## src/rtl/shift_seq_ctrl_pkg.sv

```systemverilog
// Shared definitions for the shift-register command sequencer:
// command opcodes and controller states, used by the RTL and its bench.
package shift_seq_ctrl_pkg;

  localparam int N_DEFAULT = 4;

  typedef enum logic [1:0] {
    OP_LOAD = 2'b00,
    OP_SHL  = 2'b01,
    OP_SHR  = 2'b10,
    OP_ROTL = 2'b11
  } op_e;

  typedef enum logic [1:0] {
    ST_IDLE  = 2'b00,
    ST_LOAD  = 2'b01,
    ST_SHIFT = 2'b10,
    ST_DONE  = 2'b11
  } state_e;

  // Both SHL and ROTL move data toward the MSB and use the left strobe.
  function automatic logic isLeftOp(op_e op);
    return (op == OP_SHL) || (op == OP_ROTL);
  endfunction

endpackage

```

## src/rtl/shift_seq_ctrl_if.sv

```systemverilog
// Command/status bundle between the host FSM (master) and the sequencer (slave).
interface shift_seq_ctrl_if
  import shift_seq_ctrl_pkg::*;
#(
  parameter int N  = N_DEFAULT,
  parameter int CW = $clog2(N + 1)
);

  logic          cmd_valid;
  logic          cmd_ready;
  op_e           cmd_op;
  logic [CW-1:0] cmd_cnt;
  logic          cmd_fill;
  logic [N-1:0]  cmd_data;
  logic          abort;
  logic          busy;
  logic          done;
  logic          aborted;

  modport master (
    output cmd_valid, cmd_op, cmd_cnt, cmd_fill, cmd_data, abort,
    input  cmd_ready, busy, done, aborted
  );

  modport slave (
    input  cmd_valid, cmd_op, cmd_cnt, cmd_fill, cmd_data, abort,
    output cmd_ready, busy, done, aborted
  );

endinterface

```

## src/rtl/shift_cnt.sv

```systemverilog
// Loadable down-counter that tracks the remaining shifts of a command and
// flags the cycle on which the final shift is being performed.
module shift_cnt #(
  parameter int CW = 3
) (
  input  logic          i_clk,
  input  logic          i_rst,
  input  logic          i_load,
  input  logic [CW-1:0] i_loadVal,
  input  logic          i_dec,
  output logic          o_last
);

  logic [CW-1:0] r_count;

  // Load on command capture, count down once per shift cycle, never wrap below zero.
  always_ff @(posedge i_clk) begin
    if (!i_rst) begin
      r_count <= '0;
    end else if (i_load) begin
      r_count <= i_loadVal;
    end else if (i_dec && (r_count != '0)) begin
      r_count <= r_count - 1'b1;
    end
  end

  assign o_last = (r_count == CW'(1));

endmodule

```

## src/rtl/shift_seq_ctrl.sv

```systemverilog
// Command sequencer for an N-bit left/right/load shift register. Takes one
// command per handshake and drives the register strobes cycle by cycle,
// finishing with a single-cycle done pulse.
module shift_seq_ctrl
  import shift_seq_ctrl_pkg::*;
#(
  parameter int N  = N_DEFAULT,
  parameter int CW = $clog2(N + 1)
) (
  input  logic                   i_clk,
  input  logic                   i_rst,
  shift_seq_ctrl_if.slave        cmd_if,
  input  logic [N-1:0]           i_sr_out,
  output logic                   o_sr_left,
  output logic                   o_sr_right,
  output logic                   o_sr_load,
  output logic                   o_sr_sin,
  output logic [N-1:0]           o_sr_in
);

  state_e        r_state;
  state_e        w_nextState;
  op_e           r_op;
  logic          r_fill;
  logic [N-1:0]  r_data;
  logic          r_aborted;

  logic          w_accept;
  logic [CW-1:0] w_cntSat;
  logic          w_last;
  logic          w_inShift;

  logic          w_cmdReady;
  logic          w_busy;
  logic          w_done;
  logic          w_abortedOut;

  // Only the MSB is needed for rotation; the rest of the register is observed but unused.
  logic          w_unused_sr;
  assign w_unused_sr = ^i_sr_out[N-2:0];

  assign w_accept  = cmd_if.cmd_valid && (r_state == ST_IDLE);
  assign w_cntSat  = (cmd_if.cmd_cnt > CW'(N)) ? CW'(N) : cmd_if.cmd_cnt;
  assign w_inShift = (r_state == ST_SHIFT);

  shift_cnt #(.CW(CW)) u_cnt (
    .i_clk     (i_clk),
    .i_rst     (i_rst),
    .i_load    (w_accept),
    .i_loadVal (w_cntSat),
    .i_dec     (w_inShift),
    .o_last    (w_last)
  );

  // State register.
  always_ff @(posedge i_clk) begin
    if (!i_rst) begin
      r_state <= ST_IDLE;
    end else begin
      r_state <= w_nextState;
    end
  end

  // Command fields are latched at the handshake; the abort flag is sticky until the next command.
  always_ff @(posedge i_clk) begin
    if (!i_rst) begin
      r_op      <= OP_LOAD;
      r_fill    <= 1'b0;
      r_data    <= '0;
      r_aborted <= 1'b0;
    end else if (w_accept) begin
      r_op      <= cmd_if.cmd_op;
      r_fill    <= cmd_if.cmd_fill;
      r_data    <= cmd_if.cmd_data;
      r_aborted <= 1'b0;
    end else if (w_inShift && cmd_if.abort) begin
      r_aborted <= 1'b1;
    end
  end

  // Next-state selection and Moore decode of all strobes and status.
  always_comb begin
    w_nextState  = r_state;
    w_cmdReady   = 1'b0;
    w_busy       = 1'b1;
    w_done       = 1'b0;
    w_abortedOut = 1'b0;
    o_sr_left    = 1'b0;
    o_sr_right   = 1'b0;
    o_sr_load    = 1'b0;
    o_sr_sin     = 1'b0;
    o_sr_in      = '0;
    case (r_state)
      ST_IDLE: begin
        w_cmdReady = 1'b1;
        w_busy     = 1'b0;
        if (w_accept) begin
          if (cmd_if.cmd_op == OP_LOAD) begin
            w_nextState = ST_LOAD;
          end else if (w_cntSat == '0) begin
            w_nextState = ST_DONE;
          end else begin
            w_nextState = ST_SHIFT;
          end
        end
      end
      ST_LOAD: begin
        o_sr_load   = 1'b1;
        o_sr_in     = r_data;
        w_nextState = ST_DONE;
      end
      ST_SHIFT: begin
        if (isLeftOp(r_op)) begin
          o_sr_left = 1'b1;
        end else begin
          o_sr_right = 1'b1;
        end
        o_sr_sin = (r_op == OP_ROTL) ? i_sr_out[N-1] : r_fill;
        if (cmd_if.abort || w_last) begin
          w_nextState = ST_DONE;
        end
      end
      ST_DONE: begin
        w_done       = 1'b1;
        w_abortedOut = r_aborted;
        w_nextState  = ST_IDLE;
      end
      default: begin
        w_nextState = ST_IDLE;
      end
    endcase
  end

  assign cmd_if.cmd_ready = w_cmdReady;
  assign cmd_if.busy      = w_busy;
  assign cmd_if.done      = w_done;
  assign cmd_if.aborted   = w_abortedOut;

endmodule

```

## src/flat_wrapper.sv

```systemverilog
// flat-port wrapper written by rule: the top's interface ports become plain ports
module shift_seq_ctrl_flat import shift_seq_ctrl_pkg::*;
#(
  parameter int N  = N_DEFAULT,
  parameter int CW = $clog2(N + 1)
)
  (i_clk, i_rst, i_sr_out, o_sr_left, o_sr_right, o_sr_load, o_sr_sin, o_sr_in, cmd_if_cmd_valid, cmd_if_cmd_op, cmd_if_cmd_cnt, cmd_if_cmd_fill, cmd_if_cmd_data, cmd_if_abort, cmd_if_cmd_ready, cmd_if_busy, cmd_if_done, cmd_if_aborted);
  shift_seq_ctrl_if #(.N(N), .CW(CW)) cmd_if_i ();
  input  logic i_clk;
  input  logic i_rst;
  input  logic [N-1:0] i_sr_out;
  output logic o_sr_left;
  output logic o_sr_right;
  output logic o_sr_load;
  output logic o_sr_sin;
  output logic [N-1:0] o_sr_in;
  input wire logic [$bits(cmd_if_i.cmd_valid)-1:0] cmd_if_cmd_valid;
  input wire logic [$bits(cmd_if_i.cmd_op)-1:0] cmd_if_cmd_op;
  input wire logic [$bits(cmd_if_i.cmd_cnt)-1:0] cmd_if_cmd_cnt;
  input wire logic [$bits(cmd_if_i.cmd_fill)-1:0] cmd_if_cmd_fill;
  input wire logic [$bits(cmd_if_i.cmd_data)-1:0] cmd_if_cmd_data;
  input wire logic [$bits(cmd_if_i.abort)-1:0] cmd_if_abort;
  output wire logic [$bits(cmd_if_i.cmd_ready)-1:0] cmd_if_cmd_ready;
  output wire logic [$bits(cmd_if_i.busy)-1:0] cmd_if_busy;
  output wire logic [$bits(cmd_if_i.done)-1:0] cmd_if_done;
  output wire logic [$bits(cmd_if_i.aborted)-1:0] cmd_if_aborted;
  assign cmd_if_i.cmd_valid = cmd_if_cmd_valid;
  assign cmd_if_i.cmd_op = cmd_if_cmd_op;
  assign cmd_if_i.cmd_cnt = cmd_if_cmd_cnt;
  assign cmd_if_i.cmd_fill = cmd_if_cmd_fill;
  assign cmd_if_i.cmd_data = cmd_if_cmd_data;
  assign cmd_if_i.abort = cmd_if_abort;
  assign cmd_if_cmd_ready = cmd_if_i.cmd_ready;
  assign cmd_if_busy = cmd_if_i.busy;
  assign cmd_if_done = cmd_if_i.done;
  assign cmd_if_aborted = cmd_if_i.aborted;
  shift_seq_ctrl #(.N(N), .CW(CW)) u_core (.i_clk(i_clk), .i_rst(i_rst), .cmd_if(cmd_if_i), .i_sr_out(i_sr_out), .o_sr_left(o_sr_left), .o_sr_right(o_sr_right), .o_sr_load(o_sr_load), .o_sr_sin(o_sr_sin), .o_sr_in(o_sr_in));
endmodule
```

## config.mk

```make
export PLATFORM = sky130hd
export DESIGN_NAME = shift_seq_ctrl_flat
export DESIGN_NICKNAME = d
export VERILOG_FILES = /design/src/rtl/shift_seq_ctrl_pkg.sv /design/src/rtl/shift_seq_ctrl_if.sv /design/src/rtl/shift_cnt.sv /design/src/rtl/shift_seq_ctrl.sv /design/src/flat_wrapper.sv
export SDC_FILE = /design/constraint.sdc
export NUM_CORES = 1
export LEC_CHECK = 0
export ABC_AREA = 1
export BUFFER_PORTS_ARGS = -buffer_cell sky130_fd_sc_hd__clkbuf_2
export CAP_MARGIN = 25
export CORE_ASPECT_RATIO = 1.2
export CORE_MARGIN = 3
export CORE_UTILIZATION = 47
export CTS_CLUSTER_SIZE = 28
export DETAILED_ROUTE_END_ITERATION = 8
export GPL_TIMING_DRIVEN = 0
export HOLD_SLACK_MARGIN = 0.02
export PLACE_DENSITY = 0.74
export RECOVER_POWER = 50
export SETUP_SLACK_MARGIN = 0.4
export SLEW_MARGIN = 20
export SYNTH_ARGS = -nofsm -noshare
export SYNTH_HDL_FRONTEND = slang
export SYNTH_HIERARCHICAL = 1
export SYNTH_SLANG_ARGS = --single-unit
```

## constraint.sdc

```tcl
create_clock -name i_clk -period 1.9 [get_ports i_clk]
set_input_delay 0.38 -clock i_clk [delete_from_list [all_inputs] [get_ports i_clk]]
set_output_delay 0.38 -clock i_clk [all_outputs]
set_load 0.01 [all_outputs]
```

# Word-level counts from Yosys, hierarchy flattened
# Cells that the tools add are included.
dict set report classes {
  eq_ne 8
  bitwise_logic 1
  addsub 1
  n_lt_le_gt_ge 1
  muxes 20
  n_reduce_logical 12
}
# operator count
set op_table {}
lappend op_table {{1-bit two-way mux} 12}
lappend op_table {{3-bit two-way mux} 3}
lappend op_table {{2-bit one-hot mux with 4 select lines} 1}
lappend op_table {{2-bit == test (second input constant)} 3}
lappend op_table {{2-bit two-way mux} 3}
lappend op_table {{2-bit by 1-bit == test with 1-bit output (second input constant)} 2}
lappend op_table {{2-bit logical NOT} 2}
lappend op_table {{4-bit two-way mux} 1}
lappend op_table {{3-bit by 1-bit == test with 1-bit output (second input constant)} 1}
lappend op_table {{3-bit greater-than comparator (second input constant)} 1}
lappend op_table {{1-bit logical AND} 3}
lappend op_table {{3-bit logical NOT} 1}
lappend op_table {{3-bit nonzero test} 1}
lappend op_table {{3-bit by 1-bit subtractor with 3-bit output (second input constant)} 1}
lappend op_table {{1-bit logical OR} 2}
lappend op_table {{2-bit by 1-bit inequality test with 1-bit output (second input constant)} 1}
lappend op_table {{2-bit inequality test (second input constant)} 1}
lappend op_table {{2-bit AND reduction} 1}
lappend op_table {{2-bit nonzero test} 1}
lappend op_table {{2-bit OR reduction} 1}
lappend op_table {{1-bit NOT} 1}
dict set report totals {
  out_inout_bits 12
  regBits 13
  inputBits 18
  wordCells 49
}

# Longest topological paths before layout
# Gate-level depths: netlist (run 1).
dict set report logic_depth {
  ltp_word 7
  mapped_depth 10
  ltp_nobuf 10
}

# Modules after synthesis
# The synthesis (run 1) kept the hierarchy.
# module n_inst area_per_inst_um2 seq_area_each_um2 cells_per_inst
set modules_own_cells {}
lappend modules_own_cells {shift_seq_ctrl 1 570.5 200.2 90}
lappend modules_own_cells {shift_cnt 1 235.2 60.1 35}

# Least setup slack after synthesis (run 1)
# OpenSTA, ideal clock, no wires.
dict set report synth_timing {
  kind {register to register}
  start {register u_core.r_state[0]}
  end {register u_core.u_cnt.r_count[2]}
  setup_slack_ps 491
  period_less_slack_ps 1409
  path_buffers 0
  setup_ps 70
  stages_incl_launch_ff 10
  arrival_time_ps 1340
  required_time_ps 1830
  cell_sequence {dfxtp_1 -> inv_1 -> ha_1 -> nand2_1 -> inv_2 -> inv_2 -> nand3_1 -> nand2_1 -> nand2_1 -> a21oi_1}
}
dict set report synth_via {
  elab_chain_len 3
  elab_cells_between_ends 6
  cone_classes {1 x eq/ne; 1 x mux; 4 x reduce/logical}
}
# item line_no
set synth_lines {}
lappend synth_lines {{start: declaration} shift_seq_ctrl.sv:21} ;# state_e r_state;
lappend synth_lines {{start signal: assignment} shift_seq_ctrl.sv:60} ;# r_state <= w_nextState;
lappend synth_lines {{2-bit logical NOT *} shift_seq_ctrl.sv:42} ;# assign w_accept = cmd_if.cmd_valid && (r_state == ST_IDLE);
lappend synth_lines {{1-bit logical AND *} shift_seq_ctrl.sv:42}
lappend synth_lines {{named net u_core.w_accept} shift_seq_ctrl.sv:28} ;# logic w_accept;
lappend synth_lines {{3-bit two-way mux or 2-bit nonzero test (tied branches)} --}
lappend synth_lines {{end signal: assignment} shift_cnt.sv:21} ;# r_count <= i_loadVal;
lappend synth_lines {{end signal: assignment} shift_cnt.sv:23} ;# r_count <= r_count - 1'b1;
lappend synth_lines {{end: declaration} shift_cnt.sv:14} ;# logic [CW-1:0] r_count;
# Mark *: on every way through the listed nets, which the timed path passes. The rest lies on a longest branch.
# A chain may end at the register's enable or synchronous reset.

# Worst setup path in the final report (run 1)
dict set report layout_timing {
  start {register u_core.r_state[0]}
  end {output cmd_if_busy}
}
dict set report layout_via {
  elab_chain_len 2
}
# item line_no
set layout_lines {}
lappend layout_lines {{2-bit logical NOT} shift_seq_ctrl.sv:93} ;# case (r_state)
lappend layout_lines {{1-bit two-way mux} shift_seq_ctrl.sv:93}
lappend layout_lines {{end: declaration} flat_wrapper.sv:24} ;# output wire logic [$bits(cmd_if_i.busy)-1:0] cmd_if_busy;
# No other way between the ends.

==> results of run 1 <==
==> power groups by stage <==
| stage | sequential, W | combinational (W) | clock, W |
|---|---|---|---|
| floorplan | 0.000431 | 0.000635 | 0 |
| global placement | 0.000445 | 0.000806 | 0 |
| detailed placement | 0.000449 | 0.000824 | 0 |
| CTS | 0.000479 | 0.000947 | 0.000180 |
| global route | 0.000491 | 0.00120 | 0.000193 |
| finish | 0.000481 | 0.00106 | 0.000173 |
==> per-stage QoR <==
step                utilization  hold slack (ps)  cells  power (W)  setup WS, ps
floorplan                     -              437    125    0.00107           491
global placement          0.630              457    168    0.00125           283
detailed placement        0.630              465    168    0.00127           272
CTS                       0.697              345    176    0.00161           391
global route              0.735              341    179    0.00188           192
finish                    0.735              352    179    0.00171           265
==> flip-flops by register name, summed over array words and instances (netlist names) <==
| signal | cells |
|---|---|
| u_core/r_op | 2 |
| u_core/u_cnt/r_count | 3 |
| u_core/r_fill | 1 |
| u_core/r_data | 4 |
| u_core/r_aborted | 1 |
| u_core/r_state | 2 |
==> worst max path at each step <==
stage	start	endpoint	slack [ps]	depth (start not counted)
floorplan	u_core/r_state[0]	u_core/u_cnt/r_count[2]	490	9
global placement	u_core/r_state[0]	u_core/u_cnt/r_count[2]	280	9
detailed placement	u_core/r_state[0]	u_core/u_cnt/r_count[2]	270	9
CTS	u_core/r_state[0]	o_sr_sin	390	5
global route	u_core/r_state[0]	cmd_if_busy	190	4
finish	u_core/r_state[0]	cmd_if_busy	270	4
==> metal layers <==
layer / up-vias / part of all wire / track usage
met3: 2 / 0.051 / 0.0458
met2: 17 / 0.50 / 0.303
met4: 0 / 0.0055 / 0.0603
met1: 360 / 0.44 / 0.235
met5: - / 0 / 0
li1: 452 / - / -
==> cells by family after synthesis <==
family | after synthesis | synth area share
simple gates | 63 | 0.334
buf+inv | 24 | 0.113
flops | 13 | 0.323
compound gates | 17 | 0.106
fa+ha+maj | 8 | 0.124
==> placed cells by master, fill, tap and decap left out, types with 3 or more instances in the layout <==
| master | n |
|---|---|
| nor2_1 | 25 |
| ha_1 | 6 |
| nand3_1 | 6 |
| nand2_4 | 3 |
| buf_4 | 6 |
| nand2_1 | 21 |
| o21ai_0 | 10 |
| inv_2 | 5 |
| clkbuf_2 | 18 |
| clkbuf_4 | 4 |
| buf_2 | 5 |
| buf_6 | 3 |
| a21oi_1 | 5 |
| clkbuf_1 | 3 |
| inv_1 | 14 |
| nand2_2 | 6 |
| dfxtp_1 | 12 |
==> critical path, delay by kind of cell, from the launching register on <==
family                     cells  cell delay, ps
buffers and inverters          3             270
DFF                            1             450
adders and majority gates      1             260
==> synthesized netlist by cell type <==
cell | instances | share of area
buf_2 | 1 | 0.0062
o21ai_0 | 10 | 0.062
or2_2 | 1 | 0.0078
nand2_2 | 2 | 0.016
or2_1 | 1 | 0.0078
clkbuf_1 | 1 | 0.0047
nand3_1 | 6 | 0.037
ha_1 | 8 | 0.12
nor2_1 | 25 | 0.12
inv_2 | 3 | 0.014
nand2_1 | 26 | 0.12
dfxtp_1 | 13 | 0.32
nand2_4 | 2 | 0.028
inv_1 | 19 | 0.089
a21oi_1 | 7 | 0.043
==> layout make-up <==
type | count | area [µm²]
Timing Repair Buffer | 33 | 200
Buffer | 2 | 8.76
Sequential cell | 13 | 264
Tap cell | 17 | 21.3
Multi-Input combinational cell | 88 | 504
Fill cell | 129 | 403
Clock buffer | 4 | 26.3
Inverter | 22 | 92.6
==> repair_timing <==
item                                    4_1_cts  5_1_grt
buffers inserted                              4        3
hold endpoints to repair                      0        0
resized for setup                            16       21
pin swaps                                     1        8
cloned                                        0        0
endpoints found under the setup margin       13       13
==> results, run 1 <==
- Counting every net in the synthesized netlist gives 151.
- The starting density of the core is 0.530.
- Counting cells, the worst reg-to-reg path comes to 9.
- The number of distinct library cells after synthesis is 15.
- The number of CTS-inserted buffers is 3.
- After global routing the overflow that remains totals 0.
- The flop and latch count out of synthesis is 13.
- The clock-pin slew on the worst setup and hold paths is 80 ps.
- The total of buffers placed on input and output ports is 26.
- Of the total power, registers draw 0.281.
- After detailed routing, the average wire length per cell comes to 11.2 µm.
- The cell-internal power is 0.000925 W.
- From synthesis to final layout, the design area changed by 38.7%.
- The run finished with clean final reports.
- The deepest clock path buffer count is 2.
- The source-to-sink clock delay at the later pin of the worst-skew pair is 270 ps.
- The warning count from the yosys run is 6.
- The detailed router's first-iteration violation count is 13.
- The count of TritonRoute iterations in the first routing pass is 4.
- The switching power of the nets is 0.000786 W.
- 30 I/O pins were placed.
- Along the worst hold path, the cell count comes to 3.
- Dividing the final minimum period by the clock period gives 0.860.
- The number of H-tree branching levels is 1.
- Of the total power, the share spent switching nets is 0.459.
- The peak supply drop is 0.922 mV.
- The final sum of negative setup slack is 0 ps.
- The final number of max-transition violations is 0.
- The worst min-delay path endpoint is u_core/r_data[3].
- The design area is 1120 µm².
- The region available for standard cell placement spans 1520 µm².
- CTS saw 13 sinks.
- The maximum single-stage delay on the critical path is 450 ps.
- The CTS tree is done.
- Routability-driven placement finished with a final weighted congestion of 0.729.
- Power spread over the standard cell area amounts to 1530 nW/µm².
- Of the synthesized area, sequential elements account for 0.323.
- The share of total power dissipated in combinational logic is 0.618.
- The relative contribution of the clock network to total power is 0.101.
- After detailed routing, the number of vias per cell comes to 4.64.
- The number of endpoints with negative hold slack in the final report is 0.
- The worst register-to-register path ends at u_core/u_cnt/r_count[2].
- The cell count after synthesis is 125.
- The number of antenna diodes is 0.
- The summed instance area of the synthesized netlist is 806 µm².
- The mean area per synthesized cell is 6.45 µm².
- The via count of the first global-routing pass came to 761.
- The maximum achievable frequency is 612 MHz.
- The share of post-route cells with drive strength above 1 is 0.364.
- In this run the static leakage power is 0.613 nW.
- Max-cap violations in this run came to 0.
- The cell area after placement is 957 µm².
- Entering global routing, the biggest net connects 14 pins.
- Detailed routing inserted a total of 831 vias.
- From left edge to right edge, the die measures 43.8 µm.
- Setup violations remaining at the end of the flow were counted as 0.
- In this run the critical register-to-register path is launched from u_core/r_state[0].
- The cell sitting at the root of the clock tree is a clkbuf_4.
- For the worst setup path, the data required time is 1520 ps.
- The die is 51.4 µm tall.
- The path class of the lowest-slack min-delay path is input port to flop.
- The post-route minimum period is 1630 ps.
- The cell type of the slowest stage on the worst timing path is dfxtp_1.
- The count of antenna-violating nets left after detailed routing is 0.
- The HPWL after detailed placement is 1340 µm.
- The startpoint type of the worst setup path is a flop.
- The cts-stage hold buffer count is 0.
- Traced cell by cell, the critical path runs through inv_4 > ha_1 > inv_1 > clkbuf_2.
- After detailed routing, the number of remaining DRC violations is 0.
- Setup repair after global routing could not meet its margin everywhere.
- The initial antenna violation count is 0.
- STA classifies the critical path endpoint as a primary output.
- For the pin with the worst max-slew slack, the measured transition is 240 ps.
- The number of nets in the layout is 189.
- Across every metal layer, demand over resource in global routing totals 0.186.
- The setup path with the least slack is of type flop to primary output.
- The floorplan die area is 2250 µm².
- The first-pass GRT wire length is 3180 µm.
- The worst pin sits at a relative slew slack of 0.840.
- The overall routed net length is 2010 µm.
- The endpoint arrival time on the critical path is 1250 ps.
- Along the worst path, the maximum fanout reaches 3.
- The number of cell rows is 15.
- In this run the most critical hold path is launched from cmd_if_cmd_data[3].
- The setup skew after layout is 0.491 ps.
- The setup slack of the most critical reg-to-reg path is 330 ps.
(Power assumes the default switching activity.)
==> inputs of run 2 (changes only) <==
--- a/config.mk
+++ b/config.mk
@@ -5,7 +5,7 @@
 export SDC_FILE = /design/constraint.sdc
 export NUM_CORES = 1
 export LEC_CHECK = 0
-export ABC_AREA = 1
+export ABC_AREA = 0
 export BUFFER_PORTS_ARGS = -buffer_cell sky130_fd_sc_hd__clkbuf_2
 export CAP_MARGIN = 25
 export CORE_ASPECT_RATIO = 1.2
@@ -18,6 +18,7 @@
 export PLACE_DENSITY = 0.74
 export RECOVER_POWER = 50
 export SETUP_SLACK_MARGIN = 0.4
+export SKIP_CTS_REPAIR_TIMING = 1
 export SLEW_MARGIN = 20
 export SYNTH_ARGS = -nofsm -noshare
 export SYNTH_HDL_FRONTEND = slang
==> run 2 against run 1 <==
Core utilization down 4.2 points. Die area down 2.4%. Cell count down 19%. Via count down 9.6%. Area after synthesis down 2.8%. Clock skew up 4.1 ps. Worst setup slack better by 37 ps. Combinational power down 35%. Design area down 6.9%. Register-to-register slack worse by 30 ps. Clock power about the same. Critical path type is now flop to flop.
==> results, run 2 <==
- The run finished with clean final reports.
- Detailed placement finished with a half-perimeter wire length of 1270 µm.
- In the final routed layout, each cell accounts on average for 11.7 µm.
- Across the run, the number of max-cap violations was 0.
- The worst-case hold slack is 315 ps.
- The finished cells cover 1040 µm².
- 30 I/O pins were placed.
- For this run, the top clock speed supported by timing is 626 MHz.
- The source-to-sink clock delay at the later pin of the worst-skew pair is 280 ps.
- The setup skew after layout is 4.61 ps.
- The launch point of the worst reg-to-reg path is u_core/r_state[0].
- The normalized max-slew margin is 0.774.
- The mean area per synthesized cell is 8.16 µm².
- After clock tree synthesis, the clock-pin slew on the worst setup and hold paths is 80 ps.
- Summing internal, switching and leakage power gives 0.00128 W.
- The number of clock buffers added by TritonCTS is 3.
- In the final layout, the share of cells above drive strength 1 is 0.359.
- Input and output buffers added on the ports amount to 26.
- The worst setup path startpoint is u_core/r_state[0].
- The number of nets handed over by synthesis was 122.
- STA classifies the critical path endpoint as a flop.
- The count of final setup violators is 0.
- Summed over all cells, the static leakage comes to 0.473 nW.
- In this run, synthesis inferred 0 flip-flops with an integrated enable.
- The congestion estimate from routability-driven global placement came to 0.777.
- Walking the worst path, the cells encountered are inv_4 > ha_2 > nand2_1 > clkinv_4 > inv_1 > and4_2 > nor3_1.
- For this run, asynchronously set or reset flops after synthesis account for 0.
- For this run, the leading register cell type out of synthesis is dfxtp_1.
- The number of endpoints with negative hold slack in the final report was 0.
- The share of synthesized area in the top cell type comes to 0.332.
- The worst register-to-register path has a depth of 7.
- The summed instance area of the synthesized netlist is 783 µm².
- The number of clock sinks seen by CTS is 13.
- In this run the number of H-tree levels came out at 1.
- The total global routing track utilization is 0.165.
- The post-route minimum period is 1600 ps.
- The peak supply drop is 0.619 mV.
- Ranked by total cell area, the synthesized netlist is headed by dfxtp_1 (33%), ha_1 (13%), nand2_1 (8.6%).
- After synthesis the netlist holds a flip-flop and latch count of 13.
- From bottom edge to top edge, the die measures 50.7 µm.
- Measured along the x axis, the die boundary spans 43.3 µm.
- The min-delay analysis places its worst path in the category input port to flop.
- The cell type of the slowest stage on the worst timing path is dfxtp_4.
- The core region is 1500 µm².
- Synthesis instantiated 28 different standard cells from the library.
- The via count of the first global-routing pass is 717.
- The cell area after placement is 935 µm².
- STA classifies the critical path startpoint as a flop.
- The area added between synthesis and finish is 32.7%.
- The number of antenna diodes is 0.
- More flip-flops sit in one register than any other, and that register is u_core/r_data.
- In this run the clock root is driven by a clkbuf_4.
- The class of the most critical setup path is flop to flop.
- Synthesis produced 96 cells.
- nand2_1 is the most common cell in the netlist.
- In the synthesized netlist, the cells that appear most often are nand2_1 (18), dfxtp_1 (13), a21oi_1 (9).
- Power spread over the standard cell area amounts to 1230 nW/µm².
- The maximum number of pins on one net before global-route repair is 14.
- Along the worst hold path, the cell count comes to 3.
- Wires add up to 1690 µm.
- The die covers 2190 µm².
- The endpoint arrival time on the critical path is 1760 ps.
- The share of the clock period used by the worst path is 0.841.
- The first detailed-routing pass ran for 4 iterations.
- After detailed routing, the number of vias per cell comes to 5.18.
- The first global-routing pass estimated 2780 µm of wire.
- The initial antenna violation count is 0.
- The share of the Yosys chip area taken by registers is 0.332.
- For the final routed database, the setup TNS stands at 0 ps.
- TritonCTS built the clock tree.
- The final number of max-transition violations is 0.
- The largest single stage delay on the critical path is 390 ps.
- Setup repair after global routing could not meet its margin everywhere.
- The warning count from the yosys run is 6.
- The detailed router's first-iteration violation count is 5.
- The starting density of the core is 0.522.
- The cell taking the most area after synthesis is dfxtp_1.
- The count of unresolved DRC violations after routing is 0.
- The startpoint identified for the worst hold timing path is cmd_if_cmd_fill.
- The largest registers in the layout are u_core/r_data (4), u_core/u_cnt/r_count (3).
- In this run the worst path has a maximum fanout of 13.
- The deepest clock path buffer count is 2.
- The total via count after detailed routing is 751.
- The number of nets in the layout is 155.
- Data on the critical path is required at its endpoint by 2070 ps.
- The number of cell rows is 15.
- In this run the remaining antenna-violating nets after routing total 0.
- Summed over all layers, the global routing overflow is 0.
- At the pin with the least slew margin, the transition time is 338 ps.
- The number of flip-flops under the largest register name is 4.
- The library cells used most frequently in the layout, excluding fill and tap cells, are clkbuf_2 (18), nand2_1 (18), dfxtp_1 (11).
==> run 2: metrics by stage <==
stage	std cells	util	worst slack, ps
2_1_floorplan	96	-	401
3_3_place_gp	139	0.623	259
3_5_place_dp	139	0.623	217
4_1_cts	143	0.640	57.4
5_1_grt	145	0.693	169
6_report	145	0.693	302
==> run 2: path summary, 6_finish.rpt <==
check	to	slack [ps]
hold / removal	u_core/r_fill	310
setup / recovery	u_core/u_cnt/r_count[0]	300
setup reg to reg	u_core/u_cnt/r_count[0]	300
hold reg to reg	u_core/r_data[1]	460
==> run 2: area by class of cell <==
| cell class | instances | area [µm²] |
|---|---|---|
| inverters | 9 | 43.8 |
| multi-input cells | 73 | 522 |
| well taps | 17 | 21.3 |
| repair buffers | 28 | 155 |
| fillers | 131 | 462 |
| flip-flops and latches | 13 | 268 |
| plain buffers | 1 | 3.75 |
| clock buffers | 4 | 26.3 |
==> run 2: kinds of logic after synthesis <==
group,Yosys count,share of synthesized area
simple gates,44,0.316
compound gates,20,0.163
flops,13,0.332
buf+inv,10,0.0479
fa+ha+maj,8,0.128
mux,1,0.0128
==> run 2: where the power goes <==
| part | switching [W] | internal, W | total, W | leakage (nW) |
|---|---|---|---|---|
| registers | 0.0000680 | 0.000350 | 0.000418 | 0.108 |
| logic | 0.000369 | 0.000319 | 0.000688 | 0.350 |
| clock network | 0.0000917 | 0.0000815 | 0.000173 | 0.0150 |
| total | 0.000528 | 0.000750 | 0.00128 | 0.473 |
==> run 2: routing by layer <==
layer / wire, µm / global-route usage / part of all wire / up-vias
met3: 98 / 0.0215 / 0.058 / 3
met4: 29 / 0.0905 / 0.017 / 0
li1: - / - / - / 391
met5: 0 / 0 / 0 / -
met2: 908 / 0.296 / 0.54 / 21
met1: 654 / 0.181 / 0.39 / 336
==> run 2: critical path, delay by kind of cell (launching register included) <==
| family | cells | cell delay [ps] |
|---|---|---|
| adder cells (fa/ha/maj) | 1 | 200 |
| AND/OR/NAND/NOR | 3 | 520 |
| flip-flops | 1 | 390 |
| buffers and inverters | 3 | 360 |
